--- config.mk ---
export PLATFORM = sky130hd
export DESIGN_NAME = gpu_tensor_serial_unit_flat
export DESIGN_NICKNAME = d
export VERILOG_FILES = /design/src/rtl/gpu_tensor_pkg.sv /design/src/rtl/gpu_tensor_serial_unit_if.sv /design/src/rtl/gpu_tensor_lane_mul.sv /design/src/rtl/gpu_tensor_serial_unit.sv /design/src/flat_wrapper.sv
export SDC_FILE = /design/constraint.sdc
export NUM_CORES = 2
export LEC_CHECK = 0
export ABC_CLOCK_PERIOD_IN_PS = 40300
export BUFFER_PORTS_ARGS = -buffer_cell sky130_fd_sc_hd__buf_2
export CAP_MARGIN = 10
export CORE_MARGIN = 1.5
export CORE_UTILIZATION = 55
export CTS_BUF_LIST = sky130_fd_sc_hd__clkbuf_4 sky130_fd_sc_hd__clkbuf_8 sky130_fd_sc_hd__clkbuf_16
export CTS_CLUSTER_SIZE = 40
export DETAILED_ROUTE_END_ITERATION = 10
export PLACE_DENSITY = 0.8
export SLEW_MARGIN = 40
export SYNTH_ARGS = -nofsm -noshare
export SYNTH_HDL_FRONTEND = slang
export SYNTH_SLANG_ARGS = --single-unit
--- constraint.sdc ---
create_clock -name clk -period 40.3 [get_ports clk]
set_input_delay 8.06 -clock clk [delete_from_list [all_inputs] [get_ports clk]]
set_output_delay 8.06 -clock clk [all_outputs]
set_load 0.05 [all_outputs]
--- src/rtl/gpu_tensor_pkg.sv ---
// Shared definitions for the tensor serial unit: op codes, FSM state codes,
// lane width and the saturation helper used by the lane multiplier.
package gpu_tensor_pkg;

    localparam int LANE_W_DEF = 16;
    localparam int WIDE_W     = 2 * LANE_W_DEF + 1;

    localparam logic [LANE_W_DEF-1:0] SAT_MAX = 16'h7FFF;
    localparam logic [LANE_W_DEF-1:0] SAT_MIN = 16'h8000;

    typedef enum logic [1:0] {
        TOP_MUL = 2'd0,
        TOP_MAC = 2'd1,
        TOP_DOT = 2'd2,
        TOP_RSV = 2'd3
    } top_e;

    typedef enum logic [1:0] {
        S_IDLE = 2'd0,
        S_RUN  = 2'd1,
        S_DONE = 2'd2
    } state_e;

    // Clamp a wide signed value into the signed lane range.
    function automatic logic [LANE_W_DEF-1:0] sat_lane(input logic signed [WIDE_W-1:0] v);
        if (v > WIDE_W'($signed(SAT_MAX)))
            return SAT_MAX;
        else if (v < WIDE_W'($signed(SAT_MIN)))
            return SAT_MIN;
        else
            return v[LANE_W_DEF-1:0];
    endfunction

endpackage

--- src/rtl/gpu_tensor_serial_unit_if.sv ---
// Tensor-issue bus between the core (master) and the serial tensor unit (slave).
interface gpu_tensor_serial_unit_if #(
    parameter int DATA_W = 64
);
    logic              in_valid;
    logic              in_ready;
    logic [1:0]        in_op;
    logic [DATA_W-1:0] in_a;
    logic [DATA_W-1:0] in_b;
    logic [DATA_W-1:0] in_c;
    logic              out_valid;
    logic [DATA_W-1:0] out_y;
    logic              busy;
    logic              err_drop;

    modport master (
        output in_valid, in_op, in_a, in_b, in_c,
        input  in_ready, out_valid, out_y, busy, err_drop
    );

    modport slave (
        input  in_valid, in_op, in_a, in_b, in_c,
        output in_ready, out_valid, out_y, busy, err_drop
    );
endinterface

--- src/rtl/gpu_tensor_lane_mul.sv ---
// Combinational single-lane signed 16x16 multiplier with MUL and MAC results.
// Build option GPU_TENSOR_SAT_EN: MUL/MAC lane results saturate instead of wrapping.
module gpu_tensor_lane_mul
    import gpu_tensor_pkg::*;
(
    input  logic signed [LANE_W_DEF-1:0]   a,
    input  logic signed [LANE_W_DEF-1:0]   b,
    input  logic signed [LANE_W_DEF-1:0]   c,
    output logic signed [2*LANE_W_DEF-1:0] prod,
    output logic        [LANE_W_DEF-1:0]   mul_y,
    output logic        [LANE_W_DEF-1:0]   mac_y
);

    assign prod = a * b;

`ifdef GPU_TENSOR_SAT_EN
    logic signed [WIDE_W-1:0] mac_sum;

    // Full-width sum so the clamp sees the true value before narrowing.
    always_comb begin
        mac_sum = WIDE_W'(prod) + WIDE_W'(c);
        mul_y   = sat_lane(WIDE_W'(prod));
        mac_y   = sat_lane(mac_sum);
    end
`else
    // Wrapping results only need the low lane bits of product and sum.
    always_comb begin
        mul_y = prod[LANE_W_DEF-1:0];
        mac_y = prod[LANE_W_DEF-1:0] + c;
    end
`endif

endmodule

--- src/rtl/gpu_tensor_serial_unit.sv ---
// Serial tensor unit: executes packed int16 MUL/MAC/DOT one lane per cycle on a
// single shared multiplier, returning a one-cycle out_valid LANES+1 cycles after issue.
// Build option GPU_TENSOR_SAT_EN: saturating MUL/MAC lanes (see gpu_tensor_lane_mul).
module gpu_tensor_serial_unit
    import gpu_tensor_pkg::*;
#(
    parameter int LANES  = 4,
    parameter int LANE_W = LANE_W_DEF
) (
    input  logic                     clk,
    input  logic                     rst,
    gpu_tensor_serial_unit_if.slave  bus
);

    localparam int DATA_W = LANES * LANE_W;
    localparam int ACC_W  = 64;
    localparam int CNT_W  = (LANES > 1) ? $clog2(LANES) : 1;
    localparam logic [CNT_W-1:0] LAST_LANE = CNT_W'(LANES - 1);

    state_e             state_q, state_d;
    logic               accept;
    logic               last_lane;
    logic [CNT_W-1:0]   cnt_q;
    top_e               op_q;
    logic [DATA_W-1:0]  a_q, b_q, c_q;
    logic [DATA_W-1:0]  shadow_q, shadow_d;
    logic [DATA_W-1:0]  out_y_q;
    logic [DATA_W-1:0]  result;
    logic signed [ACC_W-1:0] acc_q, acc_d;
    logic               err_q;

    logic [LANE_W-1:0]          lane_a, lane_b, lane_c, lane_y;
    logic signed [2*LANE_W-1:0] prod;
    logic [LANE_W-1:0]          mul_y, mac_y;

    assign last_lane = (cnt_q == LAST_LANE);

    // Lane mux feeding the one shared multiplier.
    assign lane_a = a_q[int'(cnt_q)*LANE_W +: LANE_W];
    assign lane_b = b_q[int'(cnt_q)*LANE_W +: LANE_W];
    assign lane_c = c_q[int'(cnt_q)*LANE_W +: LANE_W];

    gpu_tensor_lane_mul u_lane_mul (
        .a     (lane_a),
        .b     (lane_b),
        .c     (lane_c),
        .prod  (prod),
        .mul_y (mul_y),
        .mac_y (mac_y)
    );

    // FSM state register.
    always_ff @(posedge clk or posedge rst) begin
        // NOTE: sequential state always uses non-blocking (<=) so every flop samples pre-edge values.
        if (rst)
            state_q <= S_IDLE;
        else
            state_q <= state_d;
    end

    // Next-state and issue-accept decode; a new issue is taken in IDLE or DONE.
    always_comb begin
        // NOTE: defaults first so no path leaves a variable unassigned and infers a latch.
        state_d = state_q;
        accept  = 1'b0;
        unique case (state_q)
            S_IDLE: begin
                if (bus.in_valid) begin
                    accept  = 1'b1;
                    state_d = S_RUN;
                end
            end
            S_RUN: begin
                if (last_lane)
                    state_d = S_DONE;
            end
            S_DONE: begin
                if (bus.in_valid) begin
                    accept  = 1'b1;
                    state_d = S_RUN;
                end else begin
                    state_d = S_IDLE;
                end
            end
            default: state_d = S_IDLE;
        endcase
    end

    // Per-lane result select, shadow/accumulator update and final result pick.
    always_comb begin
        unique case (op_q)
            TOP_MUL: lane_y = mul_y;
            TOP_MAC: lane_y = mac_y;
            default: lane_y = '0;
        endcase

        shadow_d = shadow_q;
        shadow_d[int'(cnt_q)*LANE_W +: LANE_W] = lane_y;
        acc_d = acc_q + ACC_W'(prod);

        unique case (op_q)
            TOP_MUL, TOP_MAC: result = shadow_d;
            TOP_DOT:          result = DATA_W'(acc_d);
            default:          result = '0;
        endcase
    end

    // Operand capture, lane stepping, and result publish on the last lane.
    always_ff @(posedge clk or posedge rst) begin
        // NOTE: operand and shadow registers are reset too, so nothing stale leaks after an aborted op.
        if (rst) begin
            op_q     <= TOP_MUL;
            a_q      <= '0;
            b_q      <= '0;
            c_q      <= '0;
            cnt_q    <= '0;
            shadow_q <= '0;
            acc_q    <= '0;
            out_y_q  <= '0;
        end else if (accept) begin
            op_q     <= top_e'(bus.in_op);
            a_q      <= bus.in_a;
            b_q      <= bus.in_b;
            c_q      <= bus.in_c;
            cnt_q    <= '0;
            shadow_q <= '0;
            acc_q    <= '0;
        end else if (state_q == S_RUN) begin
            cnt_q    <= cnt_q + CNT_W'(1);
            shadow_q <= shadow_d;
            acc_q    <= acc_d;
            if (last_lane)
                out_y_q <= result;
        end
    end

    // Sticky flag for issues presented while the unit could not take them.
    always_ff @(posedge clk or posedge rst) begin
        if (rst)
            err_q <= 1'b0;
        else if (bus.in_valid && !bus.in_ready)
            err_q <= 1'b1;
    end

    assign bus.in_ready  = (state_q == S_IDLE) || (state_q == S_DONE);
    assign bus.out_valid = (state_q == S_DONE);
    assign bus.busy      = (state_q != S_IDLE);
    assign bus.out_y     = out_y_q;
    assign bus.err_drop  = err_q;

endmodule

--- src/flat_wrapper.sv ---
// flat-port wrapper written by rule: the top's interface ports become plain ports
module gpu_tensor_serial_unit_flat import gpu_tensor_pkg::*;
#(
    parameter int LANES  = 4,
    parameter int LANE_W = LANE_W_DEF
)
  (clk, rst, bus_in_valid, bus_in_op, bus_in_a, bus_in_b, bus_in_c, bus_in_ready, bus_out_valid, bus_out_y, bus_busy, bus_err_drop);
  gpu_tensor_serial_unit_if #(.DATA_W(64)) bus_i ();
  input  logic clk;
  input  logic rst;
  input wire logic [$bits(bus_i.in_valid)-1:0] bus_in_valid;
  input wire logic [$bits(bus_i.in_op)-1:0] bus_in_op;
  input wire logic [$bits(bus_i.in_a)-1:0] bus_in_a;
  input wire logic [$bits(bus_i.in_b)-1:0] bus_in_b;
  input wire logic [$bits(bus_i.in_c)-1:0] bus_in_c;
  output wire logic [$bits(bus_i.in_ready)-1:0] bus_in_ready;
  output wire logic [$bits(bus_i.out_valid)-1:0] bus_out_valid;
  output wire logic [$bits(bus_i.out_y)-1:0] bus_out_y;
  output wire logic [$bits(bus_i.busy)-1:0] bus_busy;
  output wire logic [$bits(bus_i.err_drop)-1:0] bus_err_drop;
  assign bus_i.in_valid = bus_in_valid;
  assign bus_i.in_op = bus_in_op;
  assign bus_i.in_a = bus_in_a;
  assign bus_i.in_b = bus_in_b;
  assign bus_i.in_c = bus_in_c;
  assign bus_in_ready = bus_i.in_ready;
  assign bus_out_valid = bus_i.out_valid;
  assign bus_out_y = bus_i.out_y;
  assign bus_busy = bus_i.busy;
  assign bus_err_drop = bus_i.err_drop;
  gpu_tensor_serial_unit #(.LANES(LANES), .LANE_W(LANE_W)) u_core (.clk(clk), .rst(rst), .bus(bus_i));
endmodule
==> summary by stage <==
Detailed routing
In the routed design, unresolved DRC markers number 0. The total via count after detailed routing is 26000. The final wirelength is 88800 um. After detailed routing, the average wire length per cell comes to 20.0 um. The number of iterations in the first detailed-routing pass is 7. The initial detailed-routing violation count is 2706. The vias per cell is 5.86. Once detail routing completed, the nets flagged for antenna violations numbered 0.

Yosys
Synthesis produced 3478 cells. The average footprint of a synthesized cell is 8.92 um2. Yosys attributes the largest share of cell area to sky130_fd_sc_hd__dfrtp_1 (32%), sky130_fd_sc_hd__fa_1 (17%), sky130_fd_sc_hd__nand2_1 (11%), sky130_fd_sc_hd__ha_1 (6.7%), sky130_fd_sc_hd__inv_1 (4.3%). The prevailing post-synth register cell is sky130_fd_sc_hd__dfrtp_1. The register area share after synthesis is 31.5%. The synthesized netlist occupies a cell area of 31000 um2. Counting flops and latches in the post-synthesis netlist gives 391. The library cell occupying the most area in the post-synthesis netlist is sky130_fd_sc_hd__dfrtp_1. Summed over its instances, the top area cell type makes up 31.5% of the synthesized netlist area. The number of flops mapped to enable cells by yosys is 0. For this run, asynchronously set or reset flops after synthesis account for 100%. The count of synthesis-stage warnings from yosys is 0. The synthesized net count is 4105. Counting distinct cell types in the post-synthesis netlist gives 93.

Clocking
The number of H-tree branching levels is 2. In this run the post-CTS setup repair buffer count came out at 0. The TritonCTS sink count is 391. In this run, post-CTS repair resized a total of 0 instances. The total clock buffers created by CTS is 44. Clock-pin slew was measured on the worst setup and hold paths at 60 ps.

CTS placed an instance of sky130_fd_sc_hd__clkbuf_16 at the clock tree root. TritonCTS built the clock tree. The longest clock path from root to sink contains 3 buffers. The hold-fix buffer count after cts is 0. The clock insertion delay at the later pin of the skew report is 630 ps.

Floorplanning
The floorplan row count is 86. After floorplanning, the core was sized to cover 55400 um2. The die area is 57900 um2.

For this configuration, the core starts out at a cell density of 56.0%. Measured along the x axis, the die boundary spans 241 um. The floorplan step set the die height to 241 um. Pin placement for this block handled 265 I/O pins.

Worst setup path
The required time of the critical path is 40800 ps. The worst stage delay on the critical path is 890 ps. Along the worst path, the maximum fanout reaches 39. The worst reg2reg path startpoint is u_core.cnt_q[1]$_DFFE_PP0P_. The worst setup path is launched from a register. The arrival time at the worst endpoint is 12410 ps. The critical path in this run is classified as register to register. The origin of the worst setup path is u_core.cnt_q[1]$_DFFE_PP0P_. The library cell contributing the largest single delay on the critical path is sky130_fd_sc_hd__fa_1. The worst setup path is captured at a register. The most frequent cell on the critical path is sky130_fd_sc_hd__fa_1.

Global route
The via count of the first global-routing pass is 25200. The number of antenna violations at the first check in global routing is 3. The most used routing layer is met2.

The global-route wire length before repair is 139000 um. The total global routing overflow is 0. The maximum number of pins on one net before global-route repair is 145.

The fraction of met2 tracks used by global routing is 46.7%. Across every metal layer, demand over resource in global routing totals 30.8%. Global routing consumed, on the met1 layer, 44.9% of the routing resources. The fraction of met3 tracks used by global routing is 6.26%.

Layout
The count of antenna diodes in the layout is 0. The share of final-layout standard cells stronger than drive strength 1 is 13.2%. The final layout contains 4277 nets.

Relative to the synthesized area, the layout overhead comes to 11.4%. The number of filler cells placed in the layout is 4595. The count of placed standard cells in the final layout, fillers left out is 4434. Once layout is complete, the utilization of the core stands at 62.4%.

Status
The run finished with clean final reports.

STA
The worst-margin pin slew is 926 ps. The worst max-slew margin expressed relative to the limit is 38.1%. The number of failing setup endpoints in the final timing report is 0.

The final clock period utilization by the worst path is 29.5%. The final hold violation count is 0. The time the final worst path needs with I/O delays and setup is 11910 ps. Setup repair after global routing left no endpoint under its margin.

The largest clock skew in the final design is 64.1 ps. The number of max-slew violations in the final report is 0. After routing, the total negative slack on setup checks comes to 0 ps. Once routing completed, OpenROAD measured the worst setup slack at 28390 ps.

Static timing analysis puts the maximum clock frequency at 0.0840 GHz.

Placed design
The count of buffers added on input and output ports is 264. The number of placed instances, taps included, is 4350. The setup slack at placement is 28390 ps. The HPWL after detailed placement is 65300 um.

The congestion estimate from routability-driven global placement came to 0.959.

Min path
The startpoint identified for the worst hold timing path is u_core.bus.err_drop$_DFFE_PP0P_. The path class of the tightest hold or removal check is register to register.

Flow run
Across the run, the number of max-cap violations was 0.
## per-layer routing
metal / up-vias / routed length (um)
li1: 11800 / -
met1: 12600 / 37600
met2: 1387 / 39400
met3: 213 / 8960
met4: 6 / 2760
met5: - / 41
## worst paths after layout
| kind | to | cells after the start | slack, ps |
|---|---|---|---|
| hold reg to reg | u_core.bus.err_drop$_DFFE_PP0P_ | 1 | 460 |
| max in group asynchronous | u_core.bus.out_y[62]$_DFFE_PP0P_ | 5 | 30190 |
| setup / recovery | u_core.acc_q[60]$_DFFE_PP0P_ | 37 | 28390 |
| hold / removal | u_core.bus.err_drop$_DFFE_PP0P_ | 1 | 460 |
| setup reg to reg | u_core.acc_q[60]$_DFFE_PP0P_ | 37 | 28390 |
| min in group asynchronous | u_core.c_q[56]$_DFFE_PP0P_ | 2 | 7550 |
## cell usage in the layout (no fill, tap or decap), drive strengths merged, types with 5 or more instances in the layout
cell	synthesis	final
o211ai	7	7
buf	28	296
o2bb2ai	13	13
fa	264	264
and3	10	10
dfrtp	391	391
bufinv	0	5
or2	11	11
o22ai	20	20
a31oi	14	14
a22oi	29	29
a21oi	138	138
a31o	5	5
nand3	17	17
mux2	24	24
mux2i	29	29
a221oi	21	21
nand2b	28	28
o21bai	25	25
a211oi	9	9
a22o	84	84
and2	36	36
clkbuf	143	65
ha	166	166
nand4	14	14
a21o	56	56
o31ai	9	9
nand2	873	873
o21a	37	37
nor2b	19	19
nor2	230	230
mux4	24	24
nor3	19	19
inv	354	357
clkinv	2	10
o21ai	166	166
xor2	30	30
xnor2	78	78
## cell usage after synthesis, types with 29 or more instances
cell / n
sky130_fd_sc_hd__dfrtp_1: 391
sky130_fd_sc_hd__inv_1: 354
sky130_fd_sc_hd__and2_1: 34
sky130_fd_sc_hd__o21ai_0: 139
sky130_fd_sc_hd__xor2_1: 30
sky130_fd_sc_hd__a22o_1: 84
sky130_fd_sc_hd__nand2_1: 873
sky130_fd_sc_hd__ha_1: 166
sky130_fd_sc_hd__a22oi_1: 29
sky130_fd_sc_hd__a21oi_1: 138
sky130_fd_sc_hd__clkbuf_1: 140
sky130_fd_sc_hd__mux2i_1: 29
sky130_fd_sc_hd__nor2_1: 229
sky130_fd_sc_hd__o21a_1: 37
sky130_fd_sc_hd__fa_1: 264
sky130_fd_sc_hd__a21o_1: 54
sky130_fd_sc_hd__xnor2_1: 77
## cell families (layout without fill, tap and decap cells)
logic type                 count (synthesis)  in the layout  share of synthesized area [%]
xor gates and xnor gates                 108            108                           3.07
and+or+nand+nor                         1275           1275                           16.8
AOI/OAI and AO/OA                        670            670                           14.8
muxes                                     77             77                           3.55
adders and majority gates                430            430                           23.7
buffers and inverters                    527            735                           6.55
DFF                                      391            391                           31.5
## sequential cells by signal (all words and copies together) (netlist names)
register and count:
u_core.bus.out_y 64, u_core.c_q 64, u_core.acc_q 64, u_core.op_q 2, u_core.a_q 64, u_core.cnt_q 2
u_core.shadow_q 64, u_core.state_q 2, u_core.b_q 64, u_core.bus.err_drop 1
## through the flow
step           hold slack (ps)  instance area, um2
4_1_cts                    458               34500
3_5_place_dp               444               32900
2_1_floorplan              440               31000
3_3_place_gp               435               32900
5_1_grt                    480               34600
6_report                   457               34600
## layout make-up
type | instances | area, um2 | area share, %
well taps | 748 | 936 | 2.71
clock inverters | 18 | 275 | 0.796
multi-input cells | 2560 | 19300 | 55.8
flip-flops and latches | 391 | 9790 | 28.3
clock buffers | 64 | 1330 | 3.84
repair buffers | 297 | 1610 | 4.67
inverters | 356 | 1350 | 3.90
## critical path, delay by kind of cell (launching register included)
| family | cells | cell delay [ps] |
|---|---|---|
| adder cells (fa/ha/maj) | 8 | 4330 |
| XOR/XNOR | 2 | 510 |
| AO/OA/AOI/OAI | 17 | 3820 |
| multiplexers | 1 | 370 |
| buffers and inverters | 7 | 1540 |
| flip-flops | 1 | 640 |
| AND/OR/NAND/NOR | 2 | 550 |
Power is left out: the tool's default activity adds up to more than one toggle a clock period on the data nets, which glitch-free logic cannot reach.
